### config.mk
export PLATFORM = sky130hd
export DESIGN_NAME = if_fetch_stage
export DESIGN_NICKNAME = d
export VERILOG_FILES = /design/src/rtl/if_fetch_stage.sv
export SDC_FILE = /design/constraint.sdc
export NUM_CORES = 1
export LEC_CHECK = 0
export CAP_MARGIN = 20
export CORE_MARGIN = 1.5
export CORE_UTILIZATION = 30
export CTS_CLUSTER_DIAMETER = 30
export CTS_CLUSTER_SIZE = 25
export DETAILED_ROUTE_END_ITERATION = 8
export RECOVER_POWER = 25
export SETUP_SLACK_MARGIN = 0.5
export SYNTH_ARGS = -nofsm -noshare
export SYNTH_HDL_FRONTEND = slang
export SYNTH_SLANG_ARGS = --single-unit
### constraint.sdc
create_clock -name clk -period 2.81 [get_ports clk]
set_input_delay 0.4215 -clock clk [delete_from_list [all_inputs] [get_ports clk]]
set_output_delay 0.4215 -clock clk [all_outputs]
set_load 0.02 [all_outputs]
### src/rtl/if_fetch_stage.sv
// rtl/if_fetch_stage.sv - instruction-fetch stage: PC, single-outstanding IMEM fetch, fetch buffer, IF/ID register
//
// Optional feature macro: IF_RVALID_BYPASS_EN
//   defined   : the response word is forwarded to IF/ID and next-PC logic in the im_rvalid
//               cycle; with PC_write=1 the FSM goes straight from WAIT back to REQ.
//   undefined : IF/ID data and IM_stall come only from the registered fetch buffer.
//
// Ports:
//   clk, rst_n                 clock, asynchronous active-low reset
//   PC_write                   PC may advance/redirect this cycle (hazard controller)
//   IF_regwrite                IF/ID register may load this cycle (hazard controller)
//   instruction_flush          IF/ID loads NOP_INSTR with ID_valid=0
//   BranchControl[1:0]         0:PC+4 1:pc_immrs1 2:pc_imm 3:PC+4
//   pc_imm, pc_immrs1          branch/jump targets from EXE
//   CSR_control, CSR_ret       trap / mret redirect requests
//   csr_trap_pc, csr_ret_pc    trap and return targets
//   im_req, im_addr            instruction-memory request
//   im_gnt                     request accepted
//   im_rvalid, im_rdata        instruction-memory response
//   IM_stall                   no fetched instruction available
//   ID_pc, ID_instr, ID_valid  IF/ID pipeline register

module if_fetch_stage #(
    parameter logic [31:0] RESET_PC  = 32'h0000_0000,
    parameter logic [31:0] NOP_INSTR = 32'h0000_0013
) (
    input  logic        clk,
    input  logic        rst_n,
    input  logic        PC_write,
    input  logic        IF_regwrite,
    input  logic        instruction_flush,
    input  logic [1:0]  BranchControl,
    input  logic [31:0] pc_imm,
    input  logic [31:0] pc_immrs1,
    input  logic        CSR_control,
    input  logic        CSR_ret,
    input  logic [31:0] csr_trap_pc,
    input  logic [31:0] csr_ret_pc,
    output logic        im_req,
    output logic [31:0] im_addr,
    input  logic        im_gnt,
    input  logic        im_rvalid,
    input  logic [31:0] im_rdata,
    output logic        IM_stall,
    output logic [31:0] ID_pc,
    output logic [31:0] ID_instr,
    output logic        ID_valid
);

    typedef enum logic [1:0] {
        IDLE = 2'd0,
        REQ  = 2'd1,
        WAIT = 2'd2,
        HOLD = 2'd3
    } state_t;

    state_t      state;
    logic [31:0] pc;
    logic [31:0] fb_pc;
    logic [31:0] fb_instr;
    logic        fb_valid;
    logic        im_req_q;

    logic        bypass_hit;
    logic        fetch_ready;
    logic [31:0] fwd_pc;
    logic [31:0] fwd_instr;
    logic [31:0] target;
    logic [31:0] next_pc;

`ifdef IF_RVALID_BYPASS_EN
    assign bypass_hit = (state == WAIT) & im_rvalid;
`else
    assign bypass_hit = 1'b0;
`endif

    // fb_valid is set exactly while the FSM sits in HOLD, so it doubles as the
    // "buffered word available" flag.
    assign fetch_ready = fb_valid | bypass_hit;
    assign fwd_pc      = bypass_hit ? pc       : fb_pc;
    assign fwd_instr   = bypass_hit ? im_rdata : fb_instr;

    // Redirect priority: trap > mret > jalr-style > branch/jal > sequential.
    always_comb begin
        target = fwd_pc + 32'd4;
        if (CSR_control)
            target = csr_trap_pc;
        else if (CSR_ret)
            target = csr_ret_pc;
        else if (BranchControl == 2'd1)
            target = pc_immrs1;
        else if (BranchControl == 2'd2)
            target = pc_imm;
        next_pc = {target[31:2], 2'b00};
    end

    assign im_req   = im_req_q;
    assign im_addr  = pc;
    assign IM_stall = ~fetch_ready;

    // Fetch FSM. im_req is registered and set on every transition into REQ, so
    // it rises together with the new pc and im_addr cannot move while it is high.
    always_ff @(posedge clk or negedge rst_n) begin
        if (!rst_n) begin
            state    <= IDLE;
            pc       <= RESET_PC;
            fb_pc    <= RESET_PC;
            fb_instr <= NOP_INSTR;
            fb_valid <= 1'b0;
            im_req_q <= 1'b0;
        end else begin
            case (state)
                IDLE: begin
                    state    <= REQ;
                    im_req_q <= 1'b1;
                end
                REQ: begin
                    if (im_gnt) begin
                        state    <= WAIT;
                        im_req_q <= 1'b0;
                    end
                end
                WAIT: begin
                    if (im_rvalid) begin
                        fb_instr <= im_rdata;
                        fb_pc    <= pc;
`ifdef IF_RVALID_BYPASS_EN
                        if (PC_write) begin
                            pc       <= next_pc;
                            state    <= REQ;
                            im_req_q <= 1'b1;
                        end else
`endif
                        begin
                            fb_valid <= 1'b1;
                            state    <= HOLD;
                        end
                    end
                end
                HOLD: begin
                    // PC_write=0 freezes pc and the buffer (load-use, DM/CSR stall).
                    if (PC_write) begin
                        pc       <= next_pc;
                        fb_valid <= 1'b0;
                        state    <= REQ;
                        im_req_q <= 1'b1;
                    end
                end
                default: begin
                    state    <= IDLE;
                    im_req_q <= 1'b0;
                end
            endcase
        end
    end

    // IF/ID pipeline register; flush wins over a normal load.
    always_ff @(posedge clk or negedge rst_n) begin
        if (!rst_n) begin
            ID_pc    <= 32'd0;
            ID_instr <= NOP_INSTR;
            ID_valid <= 1'b0;
        end else if (instruction_flush) begin
            ID_pc    <= fwd_pc;
            ID_instr <= NOP_INSTR;
            ID_valid <= 1'b0;
        end else if (IF_regwrite) begin
            if (fetch_ready) begin
                ID_pc    <= fwd_pc;
                ID_instr <= fwd_instr;
                ID_valid <= 1'b1;
            end else begin
                ID_valid <= 1'b0;
            end
        end
    end

endmodule
# ---- Word-level counts from Yosys, hierarchy flattened
# Cells that the tools add are included.
dict set report classes {
  add_sub_neg 1
  eq_ne 8
  n_mux 23
  bitwise_logic 1
  reduce_logical 11
}
# cell n
set op_table {}
lappend op_table {{$mux W32} 10}
lappend op_table {{$add A32 B3 Y32 const B} 1}
lappend op_table {{$reduce_and A3 Y1} 3}
lappend op_table {{$pmux W2 S4} 1}
lappend op_table {{$mux W1} 7}
lappend op_table {{$eq A2 B2 Y1 const B} 3}
lappend op_table {{$mux W2} 3}
lappend op_table {{$ne A2 B2 Y1 const B} 3}
lappend op_table {{$reduce_and A2 Y1} 3}
lappend op_table {{$reduce_bool A2 Y1} 3}
lappend op_table {{$eq A2 B1 Y1 const B} 2}
lappend op_table {{$pmux W1 S3} 1}
lappend op_table {{$reduce_bool A3 Y1} 1}
lappend op_table {{$logic_not A2 Y1} 1}
lappend op_table {{$pmux W1 S2} 1}
lappend op_table {{$not A1 Y1} 1}
dict set report totals {
  regBits 161
  output_inout_bits 99
  elab_cells 53
}

# ---- Logic depth before layout (Yosys ltp)
dict set report depth {
  word_depth 5
  mapped_depth 8
  ltp_nobuf 6
}

# ---- Worst setup path after synthesis
# Ideal clock, no wire load.
dict set report synth_timing {
  path_type {register -> register}
  startpoint {reg fb_pc[11]}
  endpoint {reg pc[24] (netlist: im_addr[24])}
  arrival_ps 1873
  t_required_ps 2678
  setup_slack_ps 805
  stages_incl_launch_ff 7
  path_buffers 1
  period_less_slack_ps 2005
  path_cell_list {dfrtp_1 nand4_4 or4_4 buf_6 o31a_1 o311ai_1 a21oi_1}
}
dict set report synth_between {
  elab_chain_cells 5
}
# item line_no
set synth_lines {}
lappend synth_lines {{start: declaration} 59} ;# logic [31:0] fb_pc;
lappend synth_lines {{start signal: assignment} 126} ;# fb_pc <= pc;
lappend synth_lines {{$add A32 B3 Y32} 85} ;# target = fwd_pc + 32'd4;
lappend synth_lines {{$mux W32} 92} ;# else if (BranchControl == 2'd2)
lappend synth_lines {{$mux W32} 90} ;# else if (BranchControl == 2'd1)
lappend synth_lines {{$mux W32} 88} ;# else if (CSR_ret)
lappend synth_lines {{$mux W32} 86} ;# if (CSR_control)
lappend synth_lines {{end signal: assignment} 143} ;# pc <= next_pc;
lappend synth_lines {{end: declaration} 58} ;# logic [31:0] pc;
# Every way passes these cells.
# A chain may end at the register's enable or synchronous reset.

# ---- Worst setup path after layout
dict set report layout_timing {
  startpoint {reg fb_pc[7]}
  endpoint {reg pc[23] (netlist: im_addr[23])}
}
# Same word-level chain as after synthesis.

==> metrics <==
highest achievable clock rate=0.453 GHz; Final Cycle Share=78.5%; number of vias per cell=5.17; leading cell type in the layout, fill and taps excluded=sky130_fd_sc_hd__clkdlybuf4s50_1; Synth-to-Final Area Change=45.8%; multi-input gate area in the final layout=3550 um2; Sinks on Clock Net=159; dominant combinational cell family by area after synthesis=compound AO/OA/AOI/OAI gates; Final Net Count=1197; R2R Path Start=fb_pc[7]$_DFFE_PN0P_; final setup violation count=0; sequential-to-total area share from yosys stat=50.6%; maximum number of pins on one net before global-route repair=69; Post-Route Setup TNS=0 ps; portion of synthesized cell area occupied by the leading cell type=48.6%; worst slack, placed=236 ps; HPWL after DPL=21300 um; ratio of cells with drive above 1 in the final layout=14.7%; count of final hold-check violations=0; type of the worst setup path=flip-flop to flip-flop; synthesized instance count=764; CTS Buf Count=17; vias after detailed routing=7077; post-synthesis area per instance=10.3 um2; # port buffers=257; Psw=4100 uW; master of the slowest instance on the critical path=sky130_fd_sc_hd__or4_4; antenna violations before repair=2; final worst clock skew=24.3 ps; per-cell routed wire length=20.8 um; most frequent cells in the layout=sky130_fd_sc_hd__clkdlybuf4s50_1, sky130_fd_sc_hd__dfrtp_1, sky130_fd_sc_hd__nand2_1, sky130_fd_sc_hd__mux2_2, sky130_fd_sc_hd__o21ai_0; combined global-route utilization of all metal layers=21.1%; multiplexer fraction of the synthesized cell area=9.37%; number of flip-flops and latches in the synthesized netlist=159; total core area=25900 um2; Tightest Pin Transition=1780 ps; final worst slack=604 ps; post-route non-filler standard cell count=1370; max-slew violation count=68; global-route wire length before repair=42200 um; result of the run=finished with violations; Comb power frac=40.1%; highest metal layer with signal wires=met5; flip-flop and latch area=3990 um2; cts-stage hold buffer count=0; length of the first detailed-routing pass in iterations=5; highest cell delay on the worst timing path=590 ps; critical path startpoint category=flip-flop; standby leakage power=0.00482 uW; instance count after placement with tap cells included=1336; Site Rows=59; power density over the cells=941 nW/um2; residual overflow from global routing=0; filler cell count=2473; Detail Route Antenna Nets=0; worst path required time=3120 ps; path class of the lowest-slack min-delay path=input pin to async pin; asr flop ratio synth=100%; number of levels the H-tree was split into=4; worst vdd ir=0.000458 V; switching part of the total=37.9%; CP Max Fanout=9; list of cells traversed by the critical path=nand4_1 -> or4_4 -> o31a_2 -> o21ai_0 -> a21oi_1; Main synth FF type=sky130_fd_sc_hd__dfrtp_1; kind of cell adding the most delay to the critical path=simple AND/OR/NAND/NOR gates; yosys warns=0; cell type with the highest aggregate area in the netlist=sky130_fd_sc_hd__dfrtp_1; setup slack, reg-to-reg=600 ps; Tmin final=2210 ps; path depth of the worst reg2reg path=5; Post-route DRC=0; met2 wire length=12700 um; Slew headroom=-18.4%; I/O pin count=270; area fraction in compound gates after synthesis=17.7%; Worst Hold Margin=457 ps; routed metal-1 wirelength=12900 um; clock latency reported for the late side of the worst-skew pair=440 ps; Worst EP arrival=2520 ps; horizontal extent of the die=165 um; Routed WL=28500 um; via count of the first global-routing pass=7003; terminus of the critical flop-to-flop path=im_addr[23]$_DFFE_PN0P_; number of max-capacitance violations reported=1; metal3 WL=2130 um; Placer Congestion=0.870; Initial Utilization=30.4%; setup repair after global routing missed its margin=no; number of flops mapped to enable cells by yosys=0; number of buffers on the longest clock path=2; failing checks=capacitance limit, slew limit; vertical extent of the die=165 um; CP Capture Type=flip-flop; number of unique standard cell types used by synthesis=65; Synth Area in Adders=0.794%; post-synthesis share of cell area spent on and, or, nand and nor gates=14.4%; TritonCTS clock tree=yes; clock edge transition at the registers on the reported setup and hold paths=70 ps; Buf+Inv Stages, Crit Path=0; XOR/XNOR share of the synthesized area=2.34%; mapped cell area=7880 um2; clock network power share=21.5%; Iter 0 DRT Violations=454; clock root buffer=sky130_fd_sc_hd__clkbuf_16; internal power contribution=6710 uW; sequential group share of total power=38.4%; top post-synthesis cells by area=sky130_fd_sc_hd__dfrtp_1, sky130_fd_sc_hd__mux2_2, sky130_fd_sc_hd__nand2_1; Die Footprint=27200 um2
## worst register-to-register path, cell delays in order, from the launching register on
cell                      delay, ps
sky130_fd_sc_hd__dfrtp_1        580
sky130_fd_sc_hd__nand4_1        230
sky130_fd_sc_hd__or4_4          590
sky130_fd_sc_hd__o31a_2         360
sky130_fd_sc_hd__o21ai_0        240
sky130_fd_sc_hd__a21oi_1        100
## metal layers
metal,track usage [%],up-vias
met5,0,-
met4,8.03,2
met3,4.72,41
met2,32.8,317
met1,28.5,3416
li1,-,3301
## how the worst max path moves through the flow
| stage | from | to | slack [ps] | depth (start not counted) |
|---|---|---|---|---|
| 2_1_floorplan | fb_pc[11]$_DFFE_PN0P_ | im_addr[24]$_DFFE_PN0P_ | 800 | 6 |
| 3_3_place_gp | BranchControl[0] | im_addr[12]$_DFFE_PN0P_ | 310 | 6 |
| 3_5_place_dp | BranchControl[0] | im_addr[12]$_DFFE_PN0P_ | 240 | 6 |
| 4_1_cts | fb_pc[4]$_DFFE_PN0P_ | im_addr[7]$_DFFE_PN0P_ | 570 | 5 |
| 5_1_grt | rst_n | ID_pc[5]$_DFFE_PN0P_ | 490 | 2 |
| 6_report | fb_pc[7]$_DFFE_PN0P_ | im_addr[23]$_DFFE_PN0P_ | 600 | 5 |
## cells by family (layout without fill, tap and decap cells)
logic type               after synthesis  after routing
AO/OA/AOI/OAI                        199            199
XOR/XNOR                              21             21
adder cells (fa/ha/maj)                5              5
buffers and inverters                 72            339
flip-flops                           159            159
multiplexers                          66             66
other                                  1              5
AND/OR/NAND/NOR                      241            241
## stage by stage
step	power [uW]	util [%]	area, um2
CTS	10900	44.3	11500
finish	10800	44.3	11500
global route	11400	44.3	11500
detailed placement	8550	42.0	10900
floorplan	6380	-	7890
global placement	8470	42.0	10900
## cells in the mapped netlist (all sizes together) (4+ instances only)
library cell and n:
a2111oi 4, a211oi 12, a21oi 31, a221oi 9, a22o 30, a31oi 7, and3 10, buf 10
clkbuf 47, dfrtp 153, dfstp 6, ha 5, inv 14, mux2 62, mux2i 4, nand2 127
nand2b 8, nand3 18, nand4 11, nor2 33, nor2b 5, nor3 5, nor4 8, o21ai 44
o22ai 13, o311ai 11, o31ai 5, o41ai 6, or3 4, xnor2 7, xor2 14
## what timing repair did
item                                    CTS  global route
endpoints found under the setup margin    0             6
hold endpoints to repair                  0             0
setup buffers                             0             1
gates resized for setup                   0             3
## power groups by stage
stage	registers (uW)	logic (uW)	clock network, uW
final	4150	4330	2320
after global routing	4280	4690	2470
after floorplan	4540	1840	0
after CTS	4160	4380	2370
after global placement	4160	4310	0
after detailed placement	4190	4360	0
## final cells by class
class / instances / area share (%)
antenna: 1 / 0.0218
clock buffer: 19 / 3.86
clock inverter: 13 / 1.22
inverter: 14 / 0.458
multi-input combinational: 536 / 30.9
sequential: 159 / 34.7
tap: 335 / 3.65
timing repair buffer: 293 / 25.1
## state kept, by name, indices dropped and copies added, names as in the netlist
name and count:
fb_valid 1, im_addr 30, ID_instr 32, ID_pc 30, fb_instr 32, ID_valid 1, fb_pc 30, im_req 1
state 2
Note: power is estimated with default switching activity, not from simulation.
